===== src/rtl/instr_sequencer.sv =====
// Program store and issue stage feeding the shared opcode/execute bus of the
// GPU cores. The host loads 16-bit words while idle. A start request steps
// through the program from address 0. Reserved misc-class words (END, LOOP,
// NOP) steer the sequencer itself and never reach the cores.
//
// state | meaning
// IDLE  | program store writable, waiting for start, execute held low
// RUN   | fetching mem[pc] each unstalled cycle, issuing core words
module instr_sequencer #(
  parameter  int PROG_DEPTH = 32,
  parameter  int LOOP_WIDTH = 8,
  localparam int ADDR_WIDTH = $clog2(PROG_DEPTH)
) (
  input  logic                  clk,
  input  logic                  reset,
  input  logic                  prog_we,
  input  logic [ADDR_WIDTH-1:0] prog_addr,
  input  logic [15:0]           prog_data,
  input  logic [LOOP_WIDTH-1:0] loop_count,
  input  logic                  start,
  input  logic                  stall,
  output logic [15:0]           opcode,
  output logic                  execute,
  output logic                  busy,
  output logic                  done,
  output logic [ADDR_WIDTH-1:0] pc
);

  typedef enum logic {IDLE, RUN} state_t;

  state_t                state_q, state_d;
  logic [15:0]           opcode_q, opcode_d;
  logic                  execute_q, execute_d;
  logic                  busy_q, busy_d;
  logic                  done_q, done_d;
  logic [ADDR_WIDTH-1:0] pc_q, pc_d;
  logic [LOOP_WIDTH-1:0] loop_cnt_q, loop_cnt_d;

  logic [15:0] mem [PROG_DEPTH];
  logic [15:0] word;
  logic        is_ctrl;
  logic        at_last;
  logic        finish;

  assign word    = mem[pc_q];
  assign is_ctrl = (word[15:14] == 2'b11) && !word[8];
  assign at_last = (pc_q == ADDR_WIDTH'(PROG_DEPTH - 1));

  // Program store: not reset, so a loaded program survives a sequencer reset.
  always_ff @(posedge clk) begin
    if (prog_we && (state_q == IDLE)) begin
      mem[prog_addr] <= prog_data;
    end
  end

  // Next-state decode: start handling, stall hold, core/control word decode.
  always_comb begin
    state_d    = state_q;
    opcode_d   = opcode_q;
    execute_d  = 1'b0;
    busy_d     = busy_q;
    done_d     = 1'b0;
    pc_d       = pc_q;
    loop_cnt_d = loop_cnt_q;
    finish     = 1'b0;
    case (state_q)
      IDLE: begin
        if (start) begin
          pc_d       = '0;
          loop_cnt_d = loop_count;
          state_d    = RUN;
          busy_d     = 1'b1;
        end
      end
      RUN: begin
        if (!stall) begin
          if (!is_ctrl) begin
            opcode_d  = word;
            execute_d = 1'b1;
            pc_d      = pc_q + ADDR_WIDTH'(1);
          end else begin
            case (word[7:6])
              2'b01: finish = 1'b1;
              2'b10: begin
                if (loop_cnt_q != '0) begin
                  loop_cnt_d = loop_cnt_q - LOOP_WIDTH'(1);
                  pc_d       = word[ADDR_WIDTH-1:0];
                end else begin
                  // Reload so a later LOOP word starts its count fresh.
                  loop_cnt_d = loop_count;
                  pc_d       = pc_q + ADDR_WIDTH'(1);
                end
              end
              default: pc_d = pc_q + ADDR_WIDTH'(1);
            endcase
          end
          // The last word of the store ends the program; the pc never wraps.
          if (finish || at_last) begin
            state_d = IDLE;
            busy_d  = 1'b0;
            done_d  = 1'b1;
            pc_d    = '0;
          end
        end
      end
      default: state_d = IDLE;
    endcase
  end

  // Sequencer state and registered bus outputs.
  always_ff @(posedge clk) begin
    if (reset) begin
      state_q    <= IDLE;
      opcode_q   <= '0;
      execute_q  <= 1'b0;
      busy_q     <= 1'b0;
      done_q     <= 1'b0;
      pc_q       <= '0;
      loop_cnt_q <= '0;
    end else begin
      state_q    <= state_d;
      opcode_q   <= opcode_d;
      execute_q  <= execute_d;
      busy_q     <= busy_d;
      done_q     <= done_d;
      pc_q       <= pc_d;
      loop_cnt_q <= loop_cnt_d;
    end
  end

  assign opcode  = opcode_q;
  assign execute = execute_q;
  assign busy    = busy_q;
  assign done    = done_q;
  assign pc      = pc_q;

endmodule


===== config.mk =====
export PLATFORM = sky130hd
export DESIGN_NAME = instr_sequencer
export DESIGN_NICKNAME = d
export VERILOG_FILES = /design/src/rtl/instr_sequencer.sv
export SDC_FILE = /design/constraint.sdc
export NUM_CORES = 1
export LEC_CHECK = 0
export BUFFER_PORTS_ARGS = -buffer_cell sky130_fd_sc_hd__buf_2
export CORE_MARGIN = 1
export CORE_UTILIZATION = 61
export CTS_BUF_LIST = sky130_fd_sc_hd__clkbuf_4 sky130_fd_sc_hd__clkbuf_8
export CTS_CLUSTER_SIZE = 14
export DETAILED_ROUTE_END_ITERATION = 16
export MAX_ROUTING_LAYER = met4
export PLACE_DENSITY = 0.79
export SYNTH_ARGS = -nofsm -noshare
export SYNTH_HDL_FRONTEND = slang
export SYNTH_SLANG_ARGS = --single-unit

===== constraint.sdc =====
create_clock -name clk -period 3 [get_ports clk]
set_input_delay 0 -clock clk [delete_from_list [all_inputs] [get_ports clk]]
set_output_delay 0 -clock clk [all_outputs]
set_load 0.1 [all_outputs]

# Word-level counts from Yosys, hierarchy flattened
# Memories as Yosys holds them, arrays and structs flattened. A register that Yosys moved wholly into a read port is not among the register bits.
# Cells that the tools add are included.
dict set report word_totals {
  mem_bits_rw 512
  register_bits 33
  mem_count 1
  wordCells 64
}
# memory words word_bits rd rd_ports_with_merged_regs wr line_no
set mem_list {}
lappend mem_list {mem 32 16 1 1 1 39} ;# logic [15:0] mem [PROG_DEPTH];
dict set report classes {
  n_bitwise 3
  n_eq_ne 10
  mux 31
  addsub 2
  n_reduce_logical 10
}
# operator n
set op_table {}
lappend op_table {{$mux 8} 5}
lappend op_table {{$mux 5} 7}
lappend op_table {{$pmux 5 s2} 2}
lappend op_table {{$pmux 8 s2} 1}
lappend op_table {{$mux 1} 14}
lappend op_table {{$reduce_and 3->1} 3}
lappend op_table {{$reduce_bool 8->1} 1}
lappend op_table {{$sub 8x1->8 const B} 1}
lappend op_table {{$ne 2x1->1 const B} 3}
lappend op_table {{$add 5x1->5 const B} 1}
lappend op_table {{$eq 5x5->1 const B} 1}
lappend op_table {{$eq 2x2->1 const B} 2}
lappend op_table {{$ne 2x2->1 const B} 2}
lappend op_table {{$ne 4x4->1 const B} 1}
lappend op_table {{$pmux 1 s2} 2}
lappend op_table {{$reduce_and 4->1} 1}
lappend op_table {{$not 1->1} 3}
lappend op_table {{$reduce_or 3->1} 1}
lappend op_table {{$eq 2x1->1 const B} 1}
lappend op_table {{$logic_and 1x1->1} 2}
lappend op_table {{$logic_not 1->1} 1}
lappend op_table {{$logic_or 1x1->1} 1}

# Logic depth before layout (Yosys ltp)
# Gate-level depths: netlist of the first run.
dict set report depth {
  word_depth 11
  depth_mapped 12
}

# Worst setup path after synthesis of the first run
# Ideal clock, no wire load.
dict set report synth_path {
  path_type {reg-to-reg}
  start {register with a tool-made name}
  end {register with a tool-made name}
  synth_period_minus_slack_ns 2.709
  arrival_time_ns 2.577
  path_slack_ns 0.291
  n_path_buf 2
  path_stages_with_launch 11
  path_cell_list {dfxtp_1 buf_6 buf_4 mux4_2 mux4_2 mux2_2 nand2_1 nor2_2 a21o_1 a32oi_1 nor2_1}
}

==> impl_metrics.json, run 1 <==
{
  "tritoncts": "built",
  "core-area_um2": 33900,
  "clkTransAtPathRegs_ns": 0.06,
  "clk-insertion-delay-late_ns": 0.65,
  "firstDrtPassIters": 5,
  "maxSlewViolCount": 0,
  "end_kind": "flip-flop",
  "ant_nets": 0,
  "yosys-top-cells-count": "edfxtp_1 (512), mux4_2 (156), nor2_1 (61)",
  "fmax_mhz": 331,
  "critPathKind": "flip-flop to flip-flop",
  "p_switching_mw": 3.35,
  "post-place-cells": 1536,
  "yosysSeqAreaShare_pct": 76.0,
  "die_area_um2": 35600,
  "avgSynthCellArea_um2": 21.6,
  "vias_per_cell": 6.51,
  "clock-root-buffer": "clkbuf_8",
  "ys.warnings.count": 0,
  "internal-power_mw": 12.0,
  "synth_area_leaders": "edfxtp_1 (72%), mux4_2 (17%), dfxtp_1 (3.6%), nor2_1 (1.1%), mux2i_1 (0.71%)",
  "drc_errors": 0,
  "initial_core_util_pct": 62.7,
  "wirelength_um": 49500,
  "yosysTopAreaCell": "edfxtp_1",
  "synth_async_sr_flop_share_pct": 0,
  "grt_usage_pct": 29.4,
  "worstPathCellList": "buf_12 -> buf_12 -> clkbuf_16 -> mux4_2 -> mux4_2 -> mux2i_4 -> nand2_2 -> nor2_2 -> nand3_1 -> a32oi_2 -> nor2_1",
  "holdCritPathClass": "primary input to flip-flop",
  "antenna_found_initial": 0,
  "n_antenna_cell": 0,
  "numCtsBuffers": 85,
  "crit_path_top_delay_cell": "mux4_2",
  "drt_iter0_markers": 1242,
  "leakage_nw": 8.07,
  "grt_max_degree": 33,
  "whs_ns": 0.0555,
  "max_cap_violations": 0,
  "timing.final.ws_setup_ns": -0.0195,
  "cts_buffer_depth": 3,
  "clock_skew_ns": 0.0405,
  "fin_cells": 1737,
  "critPathLaunchType": "flip-flop",
  "setup_viol": 2,
  "htree_num_levels": 3,
  "crit_fanout": 7,
  "finalSetupTns_ns": -0.0277,
  "hpwl_um": 30600,
  "p_seq_share_pct": 55.1,
  "synth-edff-count": 512,
  "power_frac_comb_pct": 5.2,
  "violations": "setup timing",
  "run_status": "finished, violations left",
  "place_congestion": 0.881,
  "grt_pass1_wl_um": 72000,
  "final_nets": 1262,
  "period_share_pct": 101,
  "grt_pass1_vias": 11300,
  "portBuffers": 57,
  "ios": 58,
  "yosysMostFrequentCell": "edfxtp_1",
  "rsz0062_at_grt": "yes",
  "syn_area_um2": 21200,
  "swShare_pct": 21.8,
  "overflow": 0,
  "die_h_um": 189,
  "report.final.hold_viol_count": 0,
  "drive_gt1_share_pct": 40.5,
  "synth_nets": 1020,
  "worstPathArrival_ns": 3.48,
  "area_growth_pct": 18.1,
  "wl_per_cell_um": 28.5,
  "postSynthCellCount": 983,
  "fp.dieW_um": 189,
  "period_minus_slack_ns": 3.02,
  "relSlewSlack_pct": 47.4,
  "crit_required_ns": 3.46,
  "synth_seq_cells": 550,
  "worst_pin_slew_ns": 0.789,
  "post-route-util_pct": 74.0,
  "slowest_delay_ns": 0.50,
  "rows": 67,
  "power.clock.fraction_pct": 39.7,
  "powerDensity_nw_per_um2": 613,
  "synthFlopType": "edfxtp_1",
  "cts.sinks": 550,
  "pre_cts_slack_ns": 0.0135,
  "vias": 11300,
  "synth_top_cell_area_share_pct": 72.4,
  "synth_cell_types": 54,
  "ir_drop_v": 0.000491
}
==> stage by stage <==
stage / area, µm² / power, mW
2_1_floorplan: 21200 / 9.08
3_3_place_gp: 22800 / 9.36
3_5_place_dp: 22800 / 9.38
4_1_cts: 24800 / 15.4
5_1_grt: 25100 / 15.8
6_report: 25100 / 15.4
==> placed cells by master (no fill, tap or decap), types with 2 or more instances in the layout <==
cell           instances
a211oi_2               4
nor2_1                27
nor3_2                 2
dfxtp_1               34
ha_1                   3
inv_1                  5
clkinv_2              11
edfxtp_1             512
o32ai_1                2
clkbuf_4              27
clkinv_1              18
clkbuf_16              2
nor2b_1                3
buf_2                 57
nand2b_1               4
mux2i_1               15
o21ai_0                8
nand3b_1               3
a21oi_1               15
buf_4                 96
o21ai_1                6
and2_1                 3
nand3_1                9
nor3_1                 7
bufinv_16              2
a31oi_1                2
dfxtp_4                3
a21o_1                 2
a211oi_1              13
o31ai_1                3
clkbuf_8              91
buf_12                18
dlygate4sd3_1         28
mux4_2               156
or3_1                  5
o211ai_1               2
nand2_1               27
nor2_2                35
==> final timing paths <==
kind / from / depth (start not counted) / to / slack, ns
worst min register to register: loop_cnt_q[2] / 2 / loop_cnt_q[2] / 0.49
worst max register to register: flip-flop / 11 / flip-flop / -0.02
worst max-delay path: flip-flop / 11 / flip-flop / -0.02
worst min-delay path: prog_addr[2] / 3 / mem[6][7] / 0.06
==> layer usage <==
layer | track usage [%] | up-vias | share of wire [%]
met1 | 40.0 | 5858 | 38
met4 | 11.0 | 0 | 3.0
met5 | - | - | 0
met2 | 45.4 | 715 | 49
met3 | 5.25 | 101 | 9.8
li1 | - | 4630 | -
==> power groups by stage <==
stage	logic (mW)	clock network [mW]	registers, mW
6_report	0.793	6.11	8.48
5_1_grt	0.842	6.52	8.48
2_1_floorplan	0.342	0	8.74
3_3_place_gp	0.718	0	8.64
3_5_place_dp	0.736	0	8.64
4_1_cts	0.767	6.18	8.48
==> worst max-delay path: cells and delay by family (launching register included) <==
kind / cells / cell delay, ns
simple gates: 4 / 0.59
flops: 1 / 0.37
compound gates: 1 / 0.25
buf+inv: 3 / 0.39
mux: 3 / 1.24
==> flip-flops by register name (all words and copies together) (netlist names), named ones only <==
name	cells
busy	1
done	1
execute	1
loop_cnt_q	8
mem	512
opcode	16
pc	5
state_q	1
==> cell families after synthesis <==
kind of cell | after synthesis | share of synthesized area (%)
muxes | 173 | 17.4
adders and majority gates | 3 | 0.177
AOI/OAI and AO/OA | 67 | 2.14
DFF | 550 | 76.0
xor gates and xnor gates | 2 | 0.0825
buffers and inverters | 52 | 1.21
and+or+nand+nor | 136 | 3.00
==> what timing repair did <==
item,in CTS,in global routing
gates cloned,0,2
hold buffers,28,0
gates resized for setup,0,16
setup endpoints to repair,2,31
pin swaps,0,2
setup buffers,2,18
hold endpoints to repair,546,0
==> final cells by class <==
type,count,area [µm²]
clock buffer,118,1460
tap,448,561
fill,1865,8800
multi-input combinational,381,4980
inverter,5,18.8
clock inverter,33,199
sequential,550,16100
timing repair buffer,202,1710
(Power assumes the default switching activity.)
==> run 2, diff against run 1 <==
Settings changed: SETUP_SLACK_MARGIN from default to 0.3.
==> run 2 against run 1 <==
Effect of this change:
- the run now ends clean
- via count down 0.36%
- clock skew down 0.0065 ns
- sequential power about the same
- global-route usage up 0.92 points
- utilization up 0.71 points
==> impl_metrics.json, run 2 (synthesis gave the netlist of run 1 again) <==
{
  "run_status": "finished clean",
  "critPathLaunchType": "flip-flop",
  "cp_num_cells": 10,
  "ios": 58,
  "crit_path_top_delay_cell": "or4_4",
  "rows": 67,
  "largest_reg_flops": 512,
  "power.clock.fraction_pct": 40.1,
  "fp.dieW_um": 189,
  "holdPathStages": 4,
  "grt_usage_pct": 30.3,
  "powerDensity_nw_per_um2": 615,
  "end_kind": "flip-flop",
  "path_common_cell": "buf_6",
  "tritoncts": "built",
  "cts.sinks": 550,
  "hpwl_um": 29800,
  "grt_max_degree": 36,
  "maxSlewViolCount": 0,
  "layout_commonest_cell": "edfxtp_1",
  "ant_nets": 0,
  "vias": 11300,
  "wl_per_cell_um": 28.8,
  "clk-insertion-delay-late_ns": 0.64,
  "worstPathCellList": "buf_6 -> buf_6 -> mux4_2 -> mux2i_1 -> a22o_1 -> nor3_4 -> or4_4 -> o21ai_4 -> nand2_4 -> o221a_1",
  "holdCritPathClass": "primary input to flip-flop",
  "core-area_um2": 33900,
  "crit_required_ns": 3.50,
  "drive_gt1_share_pct": 41.2,
  "htree_num_levels": 3,
  "drc_errors": 0,
  "rsz0062_at_grt": "yes",
  "whs_ns": 0.0653,
  "slowest_delay_ns": 0.58,
  "portBuffers": 57,
  "report.final.hold_viol_count": 0,
  "most-common-layout-cells": "edfxtp_1 (512), mux4_2 (156), buf_4 (89), clkbuf_8 (88), buf_2 (57)",
  "timing.hold.worst.start": "prog_addr[4]",
  "swShare_pct": 21.6,
  "place_congestion": 0.880,
  "power_frac_comb_pct": 5.4,
  "worst_r2r_endpoint": "loop_cnt_q[7]",
  "cts_buffer_depth": 3,
  "clkTransAtPathRegs_ns": 0.06,
  "worstPathArrival_ns": 3.46,
  "ir_drop_v": 0.000360,
  "finalSetupTns_ns": 0,
  "final_nets": 1263,
  "p_switching_mw": 3.36,
  "critPathKind": "flip-flop to flip-flop",
  "post-place-cells": 1528,
  "clock-root-buffer": "clkbuf_8",
  "crit_fanout": 6,
  "die_area_um2": 35600,
  "vias_per_cell": 6.47,
  "grt_pass1_vias": 11700,
  "clock_skew_ns": 0.0341,
  "crit_buf_inv": 2,
  "die_h_um": 189,
  "worstHoldEndpoint": "mem[6][14]",
  "grt_pass1_wl_um": 74000,
  "period_minus_slack_ns": 2.96,
  "wirelength_um": 50200,
  "area_growth_pct": 19.2,
  "firstDrtPassIters": 5,
  "period_share_pct": 98.7,
  "r2r_cells": 10,
  "crit_family": "simple AND/OR/NAND/NOR gates",
  "top_register": "mem",
  "r2r_slack_ns": 0.04,
  "initial_core_util_pct": 62.7,
  "relSlewSlack_pct": 45.2,
  "internal-power_mw": 12.2,
  "worst_pin_slew_ns": 0.822,
  "fin_cells": 1741,
  "drt_iter0_markers": 1235,
  "setup_viol": 0,
  "numCtsBuffers": 84,
  "leakage_nw": 8.16,
  "fmax_mhz": 338,
  "antenna_found_initial": 0,
  "overflow": 0,
  "max_cap_violations": 0,
  "p_seq_share_pct": 54.5
}
==> run 2: stage by stage <==
step | util (%) | instance area [µm²] | power (mW) | worst slack (ns)
floorplan | - | 21200 | 9.08 | 0.308
global placement | 67.2 | 22800 | 9.35 | 0.0231
detailed placement | 67.2 | 22800 | 9.37 | -0.0676
CTS | 74.5 | 25200 | 15.6 | 0.122
global route | 74.7 | 25300 | 16.0 | -0.0746
finish | 74.7 | 25300 | 15.6 | 0.0403
==> run 2: worst max-delay path by stage <==
stage | slack, ns | end
2_1_floorplan | 0.31 | flip-flop
4_1_cts | 0.12 | loop_cnt_q[2]
6_report | 0.04 | loop_cnt_q[7]
5_1_grt | -0.07 | loop_cnt_q[0]
3_5_place_dp | -0.07 | opcode[0]
3_3_place_gp | 0.02 | flip-flop
==> run 2: layer usage <==
metal  track usage, %  wire length, µm  up-vias
li1                 -                -     4626
met1             39.7            18700     5825
met2             47.3            24900      683
met3             6.35             4840      129
met4             12.2             1740        0
met5                -                0        -
==> run 2: cell type report <==
cell class | instances | area (µm²)
multi-input cells | 381 | 5070
fillers | 1812 | 8560
diodes | 1 | 2.50
clock inverters | 41 | 310
inverters | 5 | 18.8
flip-flops and latches | 550 | 16100
repair buffers | 204 | 1820
well taps | 448 | 561
clock buffers | 111 | 1380
==> run 2: repair_timing <==
action,CTS,global route
buffers inserted,22,6
endpoints found under the setup margin,36,37
cloned,4,0
pin swaps,15,5
hold endpoints to repair,542,0
gates resized for setup,40,5
hold buffers,28,0
==> run 2: worst reg2reg max path: cells and delay by family, from the launching register on <==
kind | cells | cell delay [ns]
buf+inv | 2 | 0.27
simple gates | 3 | 0.77
mux | 2 | 0.67
compound gates | 3 | 0.68
flops | 1 | 0.45
==> run 2: power by group through the flow <==
| stage | Sequential (mW) | Combinational [mW] | Clock (mW) |
|---|---|---|---|
| floorplan | 8.74 | 0.342 | 0 |
| global placement | 8.63 | 0.717 | 0 |
| detailed placement | 8.64 | 0.735 | 0 |
| CTS | 8.48 | 0.828 | 6.30 |
| global route | 8.48 | 0.889 | 6.65 |
| finish | 8.48 | 0.838 | 6.24 |
